`src/rtl/clock_gen_4201.sv`:
```
// Two-phase non-overlapping clock generator (clk1/clk2) with power-on clear
// and single-instruction-cycle stepping keyed off the CPU sync marker.
module clock_gen_4201 #(
  parameter int CLK_W       = 3,
  parameter int GAP_W       = 1,
  parameter int POC_PERIODS = 64
) (
  input  logic sysclk,
  input  logic reset,
  input  logic step_mode,
  input  logic step,
  input  logic sync,
  output logic clk1_pad,
  output logic clk2_pad,
  output logic poc_pad,
  output logic halted,
  output logic period_end
);

  localparam int         PERIOD     = 2 * (CLK_W + GAP_W);
  localparam logic [4:0] CNT_LAST   = 5'(PERIOD - 1);
  localparam logic [4:0] CLK1_STOP  = 5'(CLK_W);
  localparam logic [4:0] CLK2_START = 5'(CLK_W + GAP_W);
  localparam logic [4:0] CLK2_STOP  = 5'(2 * CLK_W + GAP_W);
  localparam logic [7:0] POC_LAST   = 8'(POC_PERIODS - 1);

  typedef enum logic [1:0] {
    RUN   = 2'd0,
    ARMED = 2'd1,
    HALT  = 2'd2
  } state_t;

  state_t     state;
  state_t     state_next;
  logic [4:0] cnt;
  logic [4:0] cnt_next;
  logic [4:0] cnt_inc;
  logic       step_prev;
  logic       step_rise;
  logic       running;
  logic       clk1_next;
  logic       clk2_next;
  logic       end_next;
  logic [7:0] poc_cnt;

  // Next-state, phase counter and decoded phase outputs
  always_comb begin
    state_next = state;
    cnt_inc    = (cnt == CNT_LAST) ? 5'd0 : cnt + 5'd1;
    cnt_next   = cnt_inc;
    step_rise  = step & ~step_prev;
    running    = 1'b0;
    case (state)
      RUN: begin
        running = 1'b1;
        // Arm only on clk2 rising of the sync period, never during power-on clear
        if ((cnt == CLK2_START) && sync && step_mode && !poc_pad) begin
          state_next = ARMED;
        end else begin
          state_next = RUN;
        end
      end
      ARMED: begin
        running = 1'b1;
        if (!step_mode) begin
          state_next = RUN;
        end else if (cnt == CNT_LAST) begin
          state_next = HALT;
        end else begin
          state_next = ARMED;
        end
      end
      HALT: begin
        cnt_next = 5'd0;
        if (step_rise || !step_mode) begin
          state_next = RUN;
        end else begin
          state_next = HALT;
        end
      end
      default: begin
        state_next = RUN;
        cnt_next   = 5'd0;
      end
    endcase
    clk1_next = running && (cnt < CLK1_STOP);
    clk2_next = running && (cnt >= CLK2_START) && (cnt < CLK2_STOP);
    end_next  = running && (cnt == CNT_LAST);
  end

  // State, counter, step history and registered pad outputs
  always_ff @(posedge sysclk) begin
    if (reset) begin
      state      <= RUN;
      cnt        <= 5'd0;
      step_prev  <= 1'b1;
      clk1_pad   <= 1'b0;
      clk2_pad   <= 1'b0;
      period_end <= 1'b0;
      halted     <= 1'b0;
    end else begin
      state      <= state_next;
      cnt        <= cnt_next;
      step_prev  <= step;
      clk1_pad   <= clk1_next;
      clk2_pad   <= clk2_next;
      period_end <= end_next;
      halted     <= (state == HALT);
    end
  end

  // Power-on clear: hold poc_pad for POC_PERIODS completed clock periods
  always_ff @(posedge sysclk) begin
    if (reset) begin
      poc_pad <= 1'b1;
      poc_cnt <= 8'd0;
    end else if (poc_pad && period_end) begin
      poc_cnt <= poc_cnt + 8'd1;
      if (poc_cnt == POC_LAST) begin
        poc_pad <= 1'b0;
      end else begin
        poc_pad <= 1'b1;
      end
    end else begin
      poc_pad <= poc_pad;
      poc_cnt <= poc_cnt;
    end
  end

endmodule

```
`config.mk`:
```
export PLATFORM = sky130hd
export DESIGN_NAME = clock_gen_4201
export DESIGN_NICKNAME = d
export VERILOG_FILES = /design/src/rtl/clock_gen_4201.sv
export SDC_FILE = /design/constraint.sdc
export NUM_CORES = 1
export LEC_CHECK = 0
export ABC_AREA = 1
export BUFFER_PORTS_ARGS = -buffer_cell sky130_fd_sc_hd__buf_4
export CAP_MARGIN = 0
export CORE_ASPECT_RATIO = 1.4
export CORE_MARGIN = 8
export CORE_UTILIZATION = 30
export CTS_CLUSTER_DIAMETER = 30
export DETAILED_ROUTE_END_ITERATION = 10
export GPL_TIMING_DRIVEN = 1
export PLACE_DENSITY = 0.46
export SLEW_MARGIN = 10
export SYNTH_ARGS = -nofsm -noshare
export SYNTH_HDL_FRONTEND = slang
export SYNTH_SLANG_ARGS = --single-unit
```
`constraint.sdc`:
```
create_clock -name sysclk -period 1 [get_ports sysclk]
set_input_delay 0.05 -clock sysclk [delete_from_list [all_inputs] [get_ports sysclk]]
set_output_delay 0.05 -clock sysclk [all_outputs]
set_load 0.01 [all_outputs]
```
==> run summary <==
WL/cell - 11.3 um
PD cells - 1130 nW/um^2
Worst EP required - 1150 ps
top cells by count, synth - inv_1 (24), nand2_1 (24), dfxtp_1 (21), nor2_1 (17), nand3_1 (8)
Total GRT Usage - 0.0857
CTS Buffer Depth - 2
syn_area_per_cell - 7.29 sq um
Seq. cell area - 447 sq um
dpl cells - 188
Antenna Cells - 0
Syn Std Cell Area - 918 sq um
WP data arrival - 1160 ps
Finished Layout Cells - 194
area occupied by multi-input gates - 538 sq um
Rel. slew slack - 0.801
global-route wire length before repair - 3480 um
HPWL Detailed - 1590 um
CP Launch Type - register
Power Total - 1560 uW
critical path fanouts, max - 2
vias in the first global route - 850
min cycle time layout - 1010 ps
Seq/Total Area, Yosys - 0.458
critical path endpoint category - register
Crit Path Class - reg2reg
CP cell instances - buf_6, inv_4, ha_4, a31oi_4, nor2_1
drt first-iter violations - 8
Post-synth top flop - dfxtp_1
number of synthesized flops with an enable pin - 0
clk slew on worst S/H paths - 70 ps
Core Rows - 24
maximum vdd ir drop - 0.610 mV
chip height - 81.5 um
synth top area cells - dfxtp_1 (46%), inv_1 (9.8%), nand2_1 (9.8%), nor2_1 (6.9%), nand3_1 (4.4%)
Max Fclk - 0.992 GHz
TritonCTS clock tree - yes
io pins - 10
PortBufs - 9
clk_lat worst skew - 250 ps
CTS buffer count - 3
setup ws final - -8.20 ps
max-cap check violation count - 0
max reg flops - 8
final net count - 164
CP bufs+invs - 2
top cell type's share of synthesized area - 0.458
violated checks - negative hold slack, negative setup slack
status - finished with violations
Die X - 62.8 um
hold_ws - -8.93 ps
HP Class - in2reg
Net Count, Synth - 134
slowest stage delay, CP - 370 ps
max-slew violations - 0
Starting Density - 0.303
Critical Path Slowest Stage Cell - dfxtp_2
final setup skew - 1.06 ps
Post-DRT Antenna Nets - 0
total grt overflow - 0
routability cong. - 0.773
# H-tree levels - 1
post-cts hold buffer count - 1
Die Area - 5110 sq um
Async SR Flop Fraction - 0
final hold violation count - 1
area grow syn2layout - 49.9%
Via density - 4.38
First-pass DRT Iterations - 3
Leakage - 0.000557 uW
FF+latch count, synth - 21
final number of setup-violating endpoints - 1
biggest regs - poc_cnt x8, cnt x5, state x2
largest net degree at the start of global routing - 12
initial antenna violation count - 0
Biggest register - poc_cnt
# DRC - 0
synth unique cells - 19
worst-margin pin slew - 296 ps
critical path's top delay family - flip-flops
CTS sink count - 21
Core Area - 3030 sq um
synthesized netlist cell count - 126
area leader, netlist - dfxtp_1
Final Cycle Share - 1.01
RSZ-0062 raised after global routing - yes
fillcell total - 311
Synth Warn # - 0
Via Count - 850
layout cells sized above 1 - 0.477
Routed WL - 2190 um
Root Buffer Master - clkbuf_8
==> through the flow <==
step	setup TNS, ps	setup slack, ps	utilization	instance area [sq um]
finish	-8.20	-8.20	0.454	1380
global route	-259	-58.0	0.454	1380
CTS	-57.4	-40.4	0.426	1290
detailed placement	-635	-106	0.377	1140
global placement	-565	-117	0.377	1140
floorplan	-5.82	-5.82	-	922
==> kinds of logic (layout without fill, tap and decap cells) <==
family | after synthesis | after routing | share of synthesized area
flops | 21 | 21 | 0.458
simple gates | 64 | 64 | 0.323
buf+inv | 25 | 54 | 0.102
compound gates | 12 | 12 | 0.0668
xor+xnor | 1 | 1 | 0.00954
fa+ha+maj | 3 | 3 | 0.0409
==> placed cells by master (no fill, tap or decap), types with 2 or more instances in the layout <==
cell type,n
buf_4,21
inv_1,18
nand2_1,17
dfxtp_1,12
nor2_1,11
nor2_2,9
nand2_2,7
dfxtp_4,6
inv_2,5
nand3_2,4
nand3_1,4
nand4_1,4
o21ai_1,3
nor3_1,3
a21oi_2,3
a21oi_1,3
ha_4,3
clkbuf_8,3
dfxtp_2,3
buf_6,3
nor2_4,2
o21ai_0,2
==> worst reg2reg max path: stages, from the launching register on <==
cell and delay (ps):
dfxtp_2 370, buf_6 110, inv_4 30, ha_4 160, a31oi_4 180, nor2_1 60
==> per-layer routing <==
layer	track usage	share of wire
met1	0.0813	0.40
met2	0.164	0.56
met3	0.0246	0.026
met4	0.0481	0.010
met5	0	0
==> layout make-up <==
type | count | share of cell area
multi-input combinational | 80 | 0.391
clock buffer | 4 | 0.0327
inverter | 25 | 0.0700
tap | 39 | 0.0355
sequential | 21 | 0.325
timing repair buffer | 25 | 0.146
==> worst paths after layout <==
kind	startpoint	to	slack [ps]	depth (start not counted)
worst max-delay path	cnt[1]	state[0]	-8	5
worst min register to register	cnt[3]	cnt[3]	470	2
worst max register to register	cnt[1]	state[0]	-8	5
worst min-delay path	reset	period_end	-9	2
==> where the power goes <==
group	internal, uW	total (uW)	switching, uW	leakage (uW)
registers	842	858	15.6	0.000175
clock network	283	536	253	0.0000228
logic	80.8	166	84.8	0.000359
==> timing repair <==
item | in CTS | in global routing
pin swaps | 8 | 16
setup endpoints to repair | 13 | 15
endpoints found under the hold margin | 3 | 3
buffers inserted | 2 | 0
resized for setup | 23 | 31
Note: power is estimated with default switching activity, not from simulation.
